[config.mk]
export PLATFORM = sky130hd
export DESIGN_NAME = cla5_mp_seq_flat
export DESIGN_NICKNAME = d
export VERILOG_FILES = /design/src/rtl/cla5_mp_seq_if.sv /design/src/rtl/cla5_mp_seq.sv /design/src/flat_wrapper.sv
export SDC_FILE = /design/constraint.sdc
export NUM_CORES = 1
export LEC_CHECK = 0
export ABC_CLOCK_PERIOD_IN_PS = 1800
export CORE_ASPECT_RATIO = 0.9
export CORE_UTILIZATION = 44
export CTS_CLUSTER_DIAMETER = 100
export DETAILED_ROUTE_END_ITERATION = 8
export GPL_TIMING_DRIVEN = 0
export HOLD_SLACK_MARGIN = 0.12
export MAX_ROUTING_LAYER = met4
export PLACE_DENSITY_LB_ADDON = 0.1
export SYNTH_ARGS = -nofsm -noshare
export SYNTH_HDL_FRONTEND = slang
export SYNTH_SLANG_ARGS = --single-unit
[constraint.sdc]
create_clock -name clk -period 1.8 [get_ports clk]
set_clock_uncertainty 0.05 [all_clocks]
set_input_delay 0.18 -clock clk [delete_from_list [all_inputs] [get_ports clk]]
set_output_delay 0.18 -clock clk [all_outputs]
set_load 0.1 [all_outputs]
[src/rtl/cla5_mp_seq_if.sv]
// Request/adder bundle for the multi-precision CLA sequencer.
// The slave side is the sequencer; the master side is the requester plus the external 5-bit adder.
interface cla5_mp_seq_if #(
  parameter int WORDS = 4
);
  localparam int W = 5 * WORDS;

  logic         start;
  logic         sub;
  logic [W-1:0] op_a;
  logic [W-1:0] op_b;
  logic         busy;
  logic         done;
  logic [W-1:0] result;
  logic         carry_out;
  logic         overflow;
  logic [4:0]   add_a;
  logic [4:0]   add_b;
  logic         add_cin;
  logic [4:0]   add_s;
  logic         add_cout;

  modport master (
    output start, sub, op_a, op_b, add_s, add_cout,
    input  busy, done, result, carry_out, overflow, add_a, add_b, add_cin
  );

  modport slave (
    input  start, sub, op_a, op_b, add_s, add_cout,
    output busy, done, result, carry_out, overflow, add_a, add_b, add_cin
  );
endinterface

[src/rtl/cla5_mp_seq.sv]
// Multi-precision add/subtract sequencer: streams 5-bit chunks, LSB first, through
// one external combinational CLA and chains the carry through a register.
module cla5_mp_seq #(
  parameter int WORDS = 4
) (
  input  logic          clk,
  input  logic          rst_n,
  cla5_mp_seq_if.slave  bus
);
  localparam int W    = 5 * WORDS;
  localparam int IDXW = $clog2(WORDS);

  typedef enum logic [1:0] {IDLE, RUN, DONE} state_t;

  state_t          state_reg;
  logic [IDXW-1:0] idx_reg;
  logic [W-1:0]    ra_reg;
  logic [W-1:0]    rb_reg;
  logic [W-1:0]    result_reg;
  logic            carry_reg;
  logic            busy_reg;
  logic            done_reg;
  logic            carry_out_reg;
  logic            overflow_reg;

  logic [4:0] a_chunk [WORDS];
  logic [4:0] b_chunk [WORDS];

  genvar gi;
  generate
    for (gi = 0; gi < WORDS; gi++) begin : g_chunk
      assign a_chunk[gi] = ra_reg[5*gi +: 5];
      assign b_chunk[gi] = rb_reg[5*gi +: 5];
    end
  endgenerate

  // The adder only sees live operands while running; otherwise it is parked at zero.
  always_comb begin
    bus.add_a   = '0;
    bus.add_b   = '0;
    bus.add_cin = 1'b0;
    if (state_reg == RUN) begin
      bus.add_a   = a_chunk[idx_reg];
      bus.add_b   = b_chunk[idx_reg];
      bus.add_cin = carry_reg;
    end
  end

  always_ff @(posedge clk or negedge rst_n) begin
    if (!rst_n) begin
      state_reg     <= IDLE;
      idx_reg       <= '0;
      ra_reg        <= '0;
      rb_reg        <= '0;
      result_reg    <= '0;
      carry_reg     <= 1'b0;
      busy_reg      <= 1'b0;
      done_reg      <= 1'b0;
      carry_out_reg <= 1'b0;
      overflow_reg  <= 1'b0;
    end else begin
      case (state_reg)
        IDLE: begin
          if (bus.start) begin
            // Subtraction is A + ~B + 1: invert B once here and seed the carry with 1.
            ra_reg    <= bus.op_a;
            rb_reg    <= bus.sub ? ~bus.op_b : bus.op_b;
            carry_reg <= bus.sub;
            idx_reg   <= '0;
            busy_reg  <= 1'b1;
            state_reg <= RUN;
          end
        end
        RUN: begin
          result_reg[5*idx_reg +: 5] <= bus.add_s;
          carry_reg                  <= bus.add_cout;
          if (idx_reg == IDXW'(WORDS - 1)) begin
            // The top chunk lands this edge, so its sign comes straight from the adder.
            carry_out_reg <= bus.add_cout;
            overflow_reg  <= (ra_reg[W-1] == rb_reg[W-1]) & (bus.add_s[4] != ra_reg[W-1]);
            done_reg      <= 1'b1;
            state_reg     <= DONE;
          end else begin
            idx_reg <= idx_reg + 1'b1;
          end
        end
        DONE: begin
          done_reg  <= 1'b0;
          busy_reg  <= 1'b0;
          state_reg <= IDLE;
        end
        default: begin
          state_reg <= IDLE;
        end
      endcase
    end
  end

  assign bus.busy      = busy_reg;
  assign bus.done      = done_reg;
  assign bus.result    = result_reg;
  assign bus.carry_out = carry_out_reg;
  assign bus.overflow  = overflow_reg;
endmodule

[src/flat_wrapper.sv]
// flat-port wrapper written by rule: the top's interface ports become plain ports
module cla5_mp_seq_flat 
#(
  parameter int WORDS = 4
)
  (clk, rst_n, bus_start, bus_sub, bus_op_a, bus_op_b, bus_add_s, bus_add_cout, bus_busy, bus_done, bus_result, bus_carry_out, bus_overflow, bus_add_a, bus_add_b, bus_add_cin);
  cla5_mp_seq_if #(.WORDS(WORDS)) bus_i ();
  input  logic clk;
  input  logic rst_n;
  input wire logic [$bits(bus_i.start)-1:0] bus_start;
  input wire logic [$bits(bus_i.sub)-1:0] bus_sub;
  input wire logic [$bits(bus_i.op_a)-1:0] bus_op_a;
  input wire logic [$bits(bus_i.op_b)-1:0] bus_op_b;
  input wire logic [$bits(bus_i.add_s)-1:0] bus_add_s;
  input wire logic [$bits(bus_i.add_cout)-1:0] bus_add_cout;
  output wire logic [$bits(bus_i.busy)-1:0] bus_busy;
  output wire logic [$bits(bus_i.done)-1:0] bus_done;
  output wire logic [$bits(bus_i.result)-1:0] bus_result;
  output wire logic [$bits(bus_i.carry_out)-1:0] bus_carry_out;
  output wire logic [$bits(bus_i.overflow)-1:0] bus_overflow;
  output wire logic [$bits(bus_i.add_a)-1:0] bus_add_a;
  output wire logic [$bits(bus_i.add_b)-1:0] bus_add_b;
  output wire logic [$bits(bus_i.add_cin)-1:0] bus_add_cin;
  assign bus_i.start = bus_start;
  assign bus_i.sub = bus_sub;
  assign bus_i.op_a = bus_op_a;
  assign bus_i.op_b = bus_op_b;
  assign bus_i.add_s = bus_add_s;
  assign bus_i.add_cout = bus_add_cout;
  assign bus_busy = bus_i.busy;
  assign bus_done = bus_i.done;
  assign bus_result = bus_i.result;
  assign bus_carry_out = bus_i.carry_out;
  assign bus_overflow = bus_i.overflow;
  assign bus_add_a = bus_i.add_a;
  assign bus_add_b = bus_i.add_b;
  assign bus_add_cin = bus_i.add_cin;
  cla5_mp_seq #(.WORDS(WORDS)) u_core (.clk(clk), .rst_n(rst_n), .bus(bus_i));
endmodule
=== After elaboration in Yosys (flattened, before gate mapping) ===
Index checks and enable logic that the tools add are counted.

* Input bits: 50
* Register bits: 69

* $add $sub $neg: 2
* Magnitude comparators: 1
* Shift-type cells: 2
* $mul: 1
* Reduce and logical (&&, ||, !) cells: 11
* Equality and inequality tests: 8
* Bitwise logic cells: 3
* Mux-type cells: 23

{| class="wikitable"
|+ Operators by type and width
! operator !! count
|-
| 5-bit negator with 34-bit output || 1
|-
| 5-bit by 34-bit variable shift with 20-bit output (first input constant) || 1
|-
| 5-bit by 34-bit indexed part select with 20-bit output || 1
|-
| 5-bit 2-to-1 mux || 6
|-
| 5-bit binary-select mux with 2-bit select || 2
|-
| 20-bit bitwise mux || 1
|-
| 20-bit 2-to-1 mux || 1
|-
| 20-bit inverter || 1
|-
| 2-bit AND reduction || 6
|-
| 2-bit 2-to-1 mux || 4
|-
| 2-bit case mux with 2 select lines || 2
|-
| 2-bit inequality test (second input constant) || 3
|-
| 1-bit case mux with 2 select lines || 3
|-
| 2-bit nonzero test || 3
|-
| 3-bit by 2-bit multiplier with 5-bit output (first input constant) || 1
|-
| 2-bit == test (second input constant) || 2
|-
| 1-bit 2-to-1 mux || 4
|-
| 3-bit greater-or-equal comparator (second input constant) || 1
|-
| 2-bit inverter with 3-bit output || 1
|-
| 3-bit AND reduction || 1
|-
| 2-bit by 1-bit adder with 2-bit output (second input constant) || 1
|-
| 2-bit by 1-bit == test with 1-bit output (second input constant) || 1
|-
| 2-bit zero test || 1
|-
| 1-bit AND || 1
|-
| other kinds (2) || 2
|}

=== Depth between registers and ports, before layout ===
* Depth in word-level cells: 5
* Mapped depth: 7
* Mapped depth without buffers: 5

=== Worst setup path after synthesis ===
Ideal clock, no wire load.

* Path kind: register -> output
* Start point: reg u_core.idx_reg[0]
* End point: out bus_add_a[2]
* Setup slack: -0.189 ns
* Stages on the path, launching flop included: 5
* Arrival: 1.759 ns
* Buffers on the path: 2
* Data required time: 1.570 ns
* Cell sequence: dfrtp_1 buf_4 buf_6 mux4_2 and2_1

* Longest elaborated chain between the ends: 5

{| class="wikitable"
|+ Ends and longest elaborated chain
! item !! RTL line !! RTL
|-
| start: declaration || cla5_mp_seq.sv:16 || <nowiki>logic [IDXW-1:0] idx_reg;</nowiki>
|-
| start signal: assignment || cla5_mp_seq.sv:84 || <nowiki>idx_reg <= idx_reg + 1'b1;</nowiki>
|-
| 2-bit inverter with 3-bit output (not written as such) || cla5_mp_seq.sv:43 || <nowiki>bus.add_a = a_chunk[idx_reg];</nowiki>
|-
| 5-bit binary-select mux with 2-bit select || cla5_mp_seq.sv:43 ||
|-
| 5-bit 2-to-1 mux (not written as such) (2 in a row) || cla5_mp_seq.sv:43 ||
|-
| 5-bit 2-to-1 mux || cla5_mp_seq.sv:42 || <nowiki>if (state_reg == RUN) begin</nowiki>
|-
| end: declaration || flat_wrapper.sv:21 || <nowiki>output wire logic [$bits(bus_i.add_a)-1:0] bus_add_a;</nowiki>
|}

No other way between the ends. The select of a mux whose other input is x is not followed.

=== Final worst setup path ===
* Start point: reg u_core.idx_reg[0]
* End point: out bus_add_a[1]

Same word-level chain as after synthesis.

==> flow_metrics.tcl <==
set metrics [dict create \
    synth_seq_area_share 0.5314 \
    chipHeight_um 83.53 \
    synthArstFlopShare 1.000 \
    yosysUniqueCellTypes 32 \
    grt_overflow 0 \
    violations "setup timing" \
    ys_ff_latch 69 \
    cts.reportedPaths.clkPinSlew_ns 0.07 \
    arrival_ns 1.80 \
    critPathBufInv 3 \
    routed_wl_mm 7.353 \
    io_pins 85 \
    drive_gt1_frac 0.3425 \
    tightest_slew_ns 0.9612 \
    worstSetupPathType "flop to output port" \
    cts_root_buf "clkbuf_8" \
    yosysWarnings 0 \
    area_growth_pct 46.21 \
    dr_total_vias 2371 \
    netlist_area_mm2 0.003249 \
    clk_latency_ns 0.34 \
    cp_top_family "multiplexers" \
    grt_max_degree 70 \
    layout_common_cells "68 x dfrtp_1, 47 x clkdlybuf4s50_1, 24 x a21oi_1" \
    rsz0062_at_grt "true" \
    maxCapViolCount 0 \
    final_nets 412 \
    start_util 0.4569 \
    dieArea_mm2 0.007733 \
    wl_per_cell_um 16.16 \
    grt_usage 0.2121 \
    cts_buffer_depth 2 \
    antenna_found_initial 0 \
    fp.dieW_um 92.59 \
    numCtsBuffers 9 \
    postSynthAreaPerCell_um2 13.10 \
    dr.pass1.iters 4 \
    core_mm2 0.007112 \
    worstPathCellList "buf_6, buf_12, mux4_2, and2_4, buf_12" \
    max_slew_margin 0.3617 \
    cts_sinks 69 \
    min_period_over_period 1.125 \
    synthCells 248 \
    maxSlewViolCount 0 \
    synth_edf_count 0 \
    endpoint_kind "output port" \
    syn_nets 303 \
    finalWorstSetupSlack_ns -0.2254 \
    final_util 0.6680 \
    cp_max_fo 4 \
    routabilityCongestion 0.8270 \
    post-route-min-period_ns 2.025 \
    worstPathRequired_ns 1.57 \
    grt_pass1_vias 2389 \
    fmax_ghz 0.4937 \
    htreeDepth 3 \
    dp_hpwl_mm 4.886 \
    viasPerCell 5.211 \
    start_kind "flop" \
    num_rows 29 \
    final_common_cell "dfrtp_1" \
    remaining_drc_errors 0 \
    finalSetupViolCount 25 \
    synth-main-ff-cell "dfrtp_1" \
    antenna_left 0 \
    crit_path_top_delay_cell "mux4_2" \
    path_common_cell "buf_12" \
    cp_slowest_stage_delay_ns 0.49 \
    grt_pass1_wl_mm 12.11 \
    n_antenna_cell 0 \
    drt_iter0_drc 98 \
    status "finished with violations" \
    hold_viol_final 0 \
    cts_tree "yes" \
    hold_class "input port to flop" \
    port_buffers 83 \
]
==> through the flow <==
| stage | setup slack [ns] | area (um^2) | hold WS [ns] | TNS (ns) | std cells |
|---|---|---|---|---|---|
| after floorplan | -0.01820 | 3287 | -0.1656 | -0.1115 | 248 |
| final | -0.2254 | 4751 | 0.1330 | -2.911 | 455 |
| after detailed placement | -1.033 | 4232 | 0.3046 | -18.37 | 424 |
| after global routing | -0.2932 | 4751 | 0.1577 | -4.706 | 455 |
| after global placement | -1.884 | 4234 | 0.4112 | -146.36 | 424 |
| after CTS | -0.2305 | 4783 | 0.1247 | -2.146 | 454 |
==> what timing repair did <==
action                     4_1_cts  5_1_grt
hold buffers                     1        0
hold endpoints to repair        69        0
gates resized for setup        168       26
pin swaps                       18       12
setup buffers                   13        2
setup endpoints to repair       55       47
==> cell usage after synthesis (2+ instances only) <==
master,n,area (um^2)
a21oi_1,24,120.1
nand3b_2,3,33.78
buf_4,4,30.03
a22o_1,18,157.7
nor2_1,22,82.58
and2_1,11,68.82
dfrtp_1,69,1727
mux2_1,5,56.30
buf_6,3,33.78
o31ai_1,2,15.01
mux2_2,17,191.4
mux4_2,10,225.2
o21ai_0,3,15.01
xnor2_1,20,175.2
nor2b_1,2,12.51
clkbuf_1,3,11.26
inv_1,5,18.77
nand2_1,4,15.01
ha_1,5,62.56
buf_2,5,25.02
nor4b_4,2,47.55
==> final timing paths <==
kind | startpoint | endpoint | slack (ns) | depth (start not counted)
max | u_core.idx_reg[0] | bus_add_a[1] | -0.23 | 5
min | bus_sub | u_core.rb_reg[5] | 0.13 | 3
max reg2reg | u_core.idx_reg[0] | u_core.bus.result[16] | -0.10 | 8
min reg2reg | u_core.ra_reg[14] | u_core.ra_reg[14] | 0.44 | 1
max in group asynchronous | rst_n | u_core.idx_reg[1] | 0.62 | 2
min in group asynchronous | rst_n | u_core.ra_reg[1] | 0.44 | 2
==> tightest hold or removal path: stages <==
cell,delay (ns)
clkbuf_1,0.12
xnor2_1,0.13
a21oi_1,0.06
==> routing by layer <==
layer	track usage	wire length, um	vias to the layer above
met5	-	0	-
met4	0.07102	114	0
met3	0.05191	357	10
met2	0.3118	3514	67
met1	0.2892	3367	1194
li1	-	-	1100
==> kinds of logic (layout without fill, tap and decap cells) <==
logic type	count (synthesis)	after routing	share of synthesized area
flops	69	69	0.5314
xor+xnor	20	20	0.05391
buf+inv	21	135	0.03773
compound gates	50	50	0.1017
fa+ha+maj	5	5	0.01925
simple gates	51	51	0.1105
mux	32	32	0.1456
==> layout make-up <==
cell class / instances / area [um^2]
buffer: 15 / 140.1
clock buffer: 10 / 137.6
clock inverter: 6 / 86.33
fill: 550 / 2361
inverter: 6 / 38.79
multi-input combinational: 158 / 1494
sequential: 69 / 1728
tap: 93 / 116.4
timing repair buffer: 98 / 1010
Power is not shown: default switching activity piles up to over one toggle a cycle in this logic, so the estimate is an artifact.
